[src/rtl/polyphase_combiner_if.sv]
// Stream bundle for polyphase_combiner: branch-result input side and
// buffered combined-sample output side.
interface polyphase_combiner_if #(
  parameter int SAMPLE_WIDTH = 16
);
  logic                           valid_in;
  logic signed [SAMPLE_WIDTH-1:0] data_in;
  logic                           sync_in;
  logic                           ready_in;
  logic                           valid_out;
  logic signed [SAMPLE_WIDTH-1:0] data_out;

  // Producer/consumer environment around the combiner.
  modport master (
    output valid_in, data_in, sync_in, ready_in,
    input  valid_out, data_out
  );

  // The combiner itself.
  modport slave (
    input  valid_in, data_in, sync_in, ready_in,
    output valid_out, data_out
  );
endinterface

[src/rtl/polyphase_combiner.sv]
// Polyphase combiner: sums M consecutive branch results into one output
// sample, saturates it to SAMPLE_WIDTH and queues it in a small FIFO.
module polyphase_combiner #(
  parameter int SAMPLE_WIDTH = 16,
  parameter int M            = 2,
  parameter int FIFO_DEPTH   = 4
) (
  input  logic                  clk,
  input  logic                  reset,
  polyphase_combiner_if.slave   bus,
  output logic                  overrun,
  output logic                  saturated
);

  localparam int AW  = SAMPLE_WIDTH + $clog2(M) + 1;
  localparam int PW  = (M > 1) ? $clog2(M) : 1;
  localparam int FAW = $clog2(FIFO_DEPTH);

  localparam logic [PW-1:0]        LAST_PHASE = PW'(M - 1);
  localparam logic [FAW:0]         FULL_COUNT = (FAW + 1)'(FIFO_DEPTH);
  localparam logic signed [AW-1:0] SAT_MAX =
    {{(AW - SAMPLE_WIDTH + 1){1'b0}}, {(SAMPLE_WIDTH - 1){1'b1}}};
  localparam logic signed [AW-1:0] SAT_MIN =
    {{(AW - SAMPLE_WIDTH + 1){1'b1}}, {(SAMPLE_WIDTH - 1){1'b0}}};

  logic [PW-1:0]                  phase;
  logic [PW-1:0]                  eff_phase;
  logic                           is_last;
  logic signed [AW-1:0]           acc;
  logic signed [AW-1:0]           sample_ext;
  logic signed [AW-1:0]           sum;
  logic signed [SAMPLE_WIDTH-1:0] sat_val;
  logic                           clip;

  logic signed [SAMPLE_WIDTH-1:0] mem [FIFO_DEPTH];
  logic [FAW-1:0]                 wr_ptr;
  logic [FAW-1:0]                 rd_ptr;
  logic [FAW:0]                   count;
  logic                           push;
  logic                           pop;
  logic                           full;
  logic                           accept;

  // Phase resolution, running sum, saturation and FIFO handshake decode.
  always_comb begin
    sample_ext = {{(AW - SAMPLE_WIDTH){bus.data_in[SAMPLE_WIDTH-1]}}, bus.data_in};
    // A sync marker restarts the frame: the sample is branch 0 whatever the counter says.
    eff_phase  = bus.sync_in ? '0 : phase;
    is_last    = (eff_phase == LAST_PHASE);
    sum        = (eff_phase == '0) ? sample_ext : acc + sample_ext;
    clip       = 1'b0;
    sat_val    = sum[SAMPLE_WIDTH-1:0];
    if (sum > SAT_MAX) begin
      clip    = 1'b1;
      sat_val = SAT_MAX[SAMPLE_WIDTH-1:0];
    end else if (sum < SAT_MIN) begin
      clip    = 1'b1;
      sat_val = SAT_MIN[SAMPLE_WIDTH-1:0];
    end
    full          = (count == FULL_COUNT);
    bus.valid_out = (count != '0);
    bus.data_out  = bus.valid_out ? mem[rd_ptr] : '0;
    pop           = bus.valid_out && bus.ready_in;
    push          = bus.valid_in && is_last;
    // A pop in the same cycle frees the slot, so a full FIFO still accepts.
    accept        = push && (!full || pop);
  end

  // Phase counter and accumulator advance only on valid input.
  always_ff @(posedge clk or posedge reset) begin
    if (reset) begin
      phase <= '0;
      acc   <= '0;
    end else if (bus.valid_in) begin
      acc   <= sum;
      phase <= is_last ? '0 : eff_phase + 1'b1;
    end
  end

  // FIFO pointers, occupancy and sticky status flags.
  always_ff @(posedge clk or posedge reset) begin
    if (reset) begin
      wr_ptr    <= '0;
      rd_ptr    <= '0;
      count     <= '0;
      overrun   <= 1'b0;
      saturated <= 1'b0;
    end else begin
      if (accept) wr_ptr <= wr_ptr + 1'b1;
      if (pop)    rd_ptr <= rd_ptr + 1'b1;
      case ({accept, pop})
        2'b10:   count <= count + 1'b1;
        2'b01:   count <= count - 1'b1;
        default: count <= count;
      endcase
      if (push && !accept) overrun <= 1'b1;
      if (push && clip)    saturated <= 1'b1;
    end
  end

  // FIFO storage; contents are only observable through the occupancy-gated head.
  always_ff @(posedge clk) begin
    if (accept) mem[wr_ptr] <= sat_val;
  end

endmodule

[src/flat_wrapper.sv]
// flat-port wrapper written by rule: the top's interface ports become plain ports
module polyphase_combiner_flat 
#(
  parameter int SAMPLE_WIDTH = 16,
  parameter int M            = 2,
  parameter int FIFO_DEPTH   = 4
)
  (clk, reset, overrun, saturated, bus_valid_in, bus_data_in, bus_sync_in, bus_ready_in, bus_valid_out, bus_data_out);
  polyphase_combiner_if #(.SAMPLE_WIDTH(SAMPLE_WIDTH)) bus_i ();
  input  logic clk;
  input  logic reset;
  output logic overrun;
  output logic saturated;
  input wire logic [$bits(bus_i.valid_in)-1:0] bus_valid_in;
  input wire logic [$bits(bus_i.data_in)-1:0] bus_data_in;
  input wire logic [$bits(bus_i.sync_in)-1:0] bus_sync_in;
  input wire logic [$bits(bus_i.ready_in)-1:0] bus_ready_in;
  output wire logic [$bits(bus_i.valid_out)-1:0] bus_valid_out;
  output wire logic [$bits(bus_i.data_out)-1:0] bus_data_out;
  assign bus_i.valid_in = bus_valid_in;
  assign bus_i.data_in = bus_data_in;
  assign bus_i.sync_in = bus_sync_in;
  assign bus_i.ready_in = bus_ready_in;
  assign bus_valid_out = bus_i.valid_out;
  assign bus_data_out = bus_i.data_out;
  polyphase_combiner #(.SAMPLE_WIDTH(SAMPLE_WIDTH), .M(M), .FIFO_DEPTH(FIFO_DEPTH)) u_core (.clk(clk), .reset(reset), .bus(bus_i), .overrun(overrun), .saturated(saturated));
endmodule
[config.mk]
export PLATFORM = sky130hd
export DESIGN_NAME = polyphase_combiner_flat
export DESIGN_NICKNAME = d
export VERILOG_FILES = /design/src/rtl/polyphase_combiner_if.sv /design/src/rtl/polyphase_combiner.sv /design/src/flat_wrapper.sv
export SDC_FILE = /design/constraint.sdc
export NUM_CORES = 1
export LEC_CHECK = 0
export BUFFER_PORTS_ARGS = -buffer_cell sky130_fd_sc_hd__buf_4
export CORE_ASPECT_RATIO = 0.6
export CORE_MARGIN = 4
export CORE_UTILIZATION = 55
export CTS_CLUSTER_SIZE = 8
export DETAILED_ROUTE_END_ITERATION = 7
export PLACE_DENSITY = 0.74
export RECOVER_POWER = 100
export SYNTH_ARGS = -nofsm -noshare
export SYNTH_HDL_FRONTEND = slang
export SYNTH_SLANG_ARGS = --single-unit
[constraint.sdc]
create_clock -name clk -period 3.4 [get_ports clk]
set_clock_uncertainty 0.05 [all_clocks]
set_input_delay 0.51 -clock clk [delete_from_list [all_inputs] [get_ports clk]]
set_output_delay 0.51 -clock clk [all_outputs]
set_load 0.02 [all_outputs]
==> impl_results.md <==
* Hold depth at 1
* Period utilization at 94.9%
* Arrival time worst endpoint at 3.31 ns
* Met1 GRT Util at 31.6%
* CTS Root Cell: clkbuf_16
* Worst Min Path Start: u_core.overrun
* WL/cell at 19.1 um
* M3 GR Usage at 5.41%
* Cell depth of the worst flop-to-flop path at 11
* Die Area at 10200 um2
* CTS tree: built
* Worst-Skew Late Latency at 0.34 ns
* Clock buffer depth at 2
* Fmax at 0.310 GHz
* # DRC at 0
* Post-synth EDFFs at 64
* Design area at 5780 um2
* Avg Cell Area, Syn at 12.4 um2
* Port Buffers at 39
* Status: finished, violations left
* Placer Congestion at 0.925
* Final ANT Viol Nets at 0
* Reg2reg start: u_core.acc[12]
* Flop-to-flop setup slack at 0.17 ns
* Vias in the first global route at 3497
* RSZ-0062 raised after global routing: false
* Final min period at 3.23 ns
* Sequential share of the synthesized area at 55.2%
* # Max-Cap Violations at 1
* Synthesis-to-finish area growth at 21.7%
* Die height at 80.0 um
* Post-DP HPWL at 7740 um
* Die width at 128 um
* Synthesized area at 4750 um2
* DR iter-0 viols at 238
* Cts bufs inserted at 9
* Hold WS at 0.415 ns
* Overall Global Routing Usage at 23.3%
* Fillcell total at 594
* Largest net degree at the start of global routing at 40
* Async set-or-reset flop fraction in the synthesized netlist at 30.4%
* Final hold vios at 0
* Routed WL at 11000 um
* Core Area at 8130 um2
* Path category of the worst min-delay check: flop to flop
* Placed cell area at 5460 um2
* CP Max Fanout at 11
* Layout cells sized above 1 at 25.0%
* PnR Total Power at 4.46 mW
* Leak at 2.24 nW
* Via count at 3482
* GR Overflow Total at 0
* Core Rows at 25
* Top FF cell, synth: edfxtp_1
* Hold endpoint: u_core.overrun
* Slew @ Worst Pin at 1.70 ns
* I/O pins at 40
* Initial Util at 58.4%
* Crit path launch type: flop
* Worst VDD drop at 417 uV
* Critical path data required time at 3.48 ns
* CP Class: flop to flop
* Yosys warns at 0
* H-tree Lvls at 3
* RR Endpoint: u_core.mem[1][9]
* Power Dens Cells at 772 nW/um2
* Final Setup Violations at 0
* 1st-pass router iterations at 5
* Gate Count Post-Synth at 382
* Critical Path Sink Type: flop
* Syn nets at 427
* Slew Limit Fails at 29
* FF+latch count, synth at 92
* Tightest slew margin relative to the limit at -13.6%
* GRT Max-Usage Layer: met2
* GRT met2 Usage at 37.7%
* Diode count at 0
* Unique masters post-synth at 55
* Nets at 508
* Antenna violations before repair at 0
* Routed vias/inst at 6.05
* Failing checks: max-capacitance violations, max-slew violations
* Worst-path clk slew at 0.06 ns
* First-pass GRT wire length at 18000 um
* CTS sink count at 92
[where the power goes]
part,internal [mW],switching [mW]
clock,0.569,0.413
combinational,0.871,1.02
sequential,1.45,0.135
total,2.89,1.57
[state kept, by name, summed over array words and instances (netlist names)]
| signal | cells |
|---|---|
| u_core.saturated | 1 |
| u_core.phase | 1 |
| u_core.wr_ptr | 2 |
| u_core.rd_ptr | 2 |
| u_core.count | 3 |
| u_core.overrun | 1 |
| u_core.acc | 18 |
| u_core.mem | 64 |
[cell families (layout without fill, tap and decap cells)]
group	after synthesis	after routing	share of synthesized area [%]
AO/OA/AOI/OAI	96	96	12.5
XOR/XNOR	17	17	3.14
adder cells (fa/ha/maj)	24	24	6.64
buffers and inverters	28	114	2.27
flip-flops	92	92	55.2
multiplexers	23	23	9.07
AND/OR/NAND/NOR	102	102	11.2
[through the flow]
stage          worst slack [ns]  util (%)  TNS [ns]  cells
2_1_floorplan             0.240         -         0    382
3_3_place_gp             -0.624      67.1    -33.79    558
3_5_place_dp             -0.756      67.1    -39.13    558
4_1_cts                  0.0223      71.2         0    575
5_1_grt                  0.0242      71.0         0    576
6_report                  0.174      71.0         0    576
[synthesized netlist by cell type (all sizes together) (3+ instances only)]
| master | number | share of area [%] |
|---|---|---|
| a211oi | 4 | 0.63 |
| a21boi | 3 | 0.47 |
| a21o | 3 | 0.47 |
| a21oi | 46 | 4.8 |
| a31oi | 3 | 0.40 |
| and2 | 22 | 2.9 |
| and3 | 5 | 0.71 |
| buf | 4 | 0.34 |
| clkbuf | 13 | 1.1 |
| dfrtp | 28 | 15 |
| edfxtp | 64 | 40 |
| ha | 22 | 5.8 |
| inv | 11 | 0.87 |
| mux2i | 7 | 1.5 |
| mux4 | 16 | 7.6 |
| nand2 | 16 | 1.3 |
| nand3 | 3 | 0.32 |
| nand4 | 3 | 0.40 |
| nor2 | 33 | 2.6 |
| nor3 | 5 | 0.53 |
| o211ai | 5 | 0.79 |
| o21ai | 14 | 1.5 |
| xnor2 | 7 | 1.3 |
| xor2 | 10 | 1.8 |
[per-layer routing]
metal	wire, um	share of wire [%]	up-vias
met2	5290	48	101
li1	-	-	1601
met5	0	0	-
met3	638	5.8	15
met4	179	1.6	0
met1	4910	45	1765
[repair_timing]
item	in CTS	in global routing
hold buffers	0	0
pin swaps	1	1
gates resized for setup	2	16
endpoints found under the setup margin	60	52
buffers inserted	1	1
[worst max-delay path by stage]
stage / slack (ns) / from / depth (start not counted) / to
after global routing: 0.02 / u_core.acc[12] / 10 / u_core.mem[1][13]
after CTS: 0.02 / u_core.acc[12] / 11 / u_core.mem[0][12]
after global placement: -0.62 / bus_data_in[0] / 10 / u_core.mem[0][2]
after detailed placement: -0.76 / bus_data_in[0] / 10 / u_core.mem[0][2]
after floorplan: 0.24 / bus_data_in[0] / 10 / u_core.mem[0][13]
final: 0.17 / u_core.acc[12] / 11 / u_core.mem[1][9]
[cell type report]
class / instances / area (um2) / share of cell area (%)
Timing Repair Buffer: 87 / 611 / 10.6
Clock buffer: 10 / 229 / 3.96
Clock inverter: 6 / 62.6 / 1.08
Inverter: 11 / 41.3 / 0.715
Sequential cell: 92 / 2620 / 45.4
Tap cell: 108 / 135 / 2.34
Multi-Input combinational cell: 262 / 2070 / 35.9
[layout by cell type, fill, tap and decap left out, drive strengths merged, types with 3 or more instances in the layout]
cell type  Yosys  layout
and2          22      22
and3           5       5
a31oi          3       3
nand3          3       3
xor2          10      10
inv           11      12
a21boi         3       3
nand4          3       3
a21oi         46      46
a211oi         4       4
dfrtp         28      28
mux4          16      16
buf            4      67
ha            22      22
edfxtp        64      64
o211ai         5       5
mux2i          7       7
clkinv         0       3
nor3           5       5
clkbuf        13      30
nand2         16      16
a21o           3       3
nor2          33      33
o21ai         14      14
xnor2          7       7
[critical path, stage by stage, from the launching register on]
cell and delay (ns):
dfrtp_1 0.39, ha_2 0.38, buf_4 0.13, nand4_1 0.11, clkbuf_1 0.14, or4_1 0.57, a221oi_4 0.30, nor3b_4 0.27
nor4_2 0.10, buf_12 0.16, buf_4 0.15, a21oi_1 0.25
Note: power is estimated with default switching activity, not from simulation.
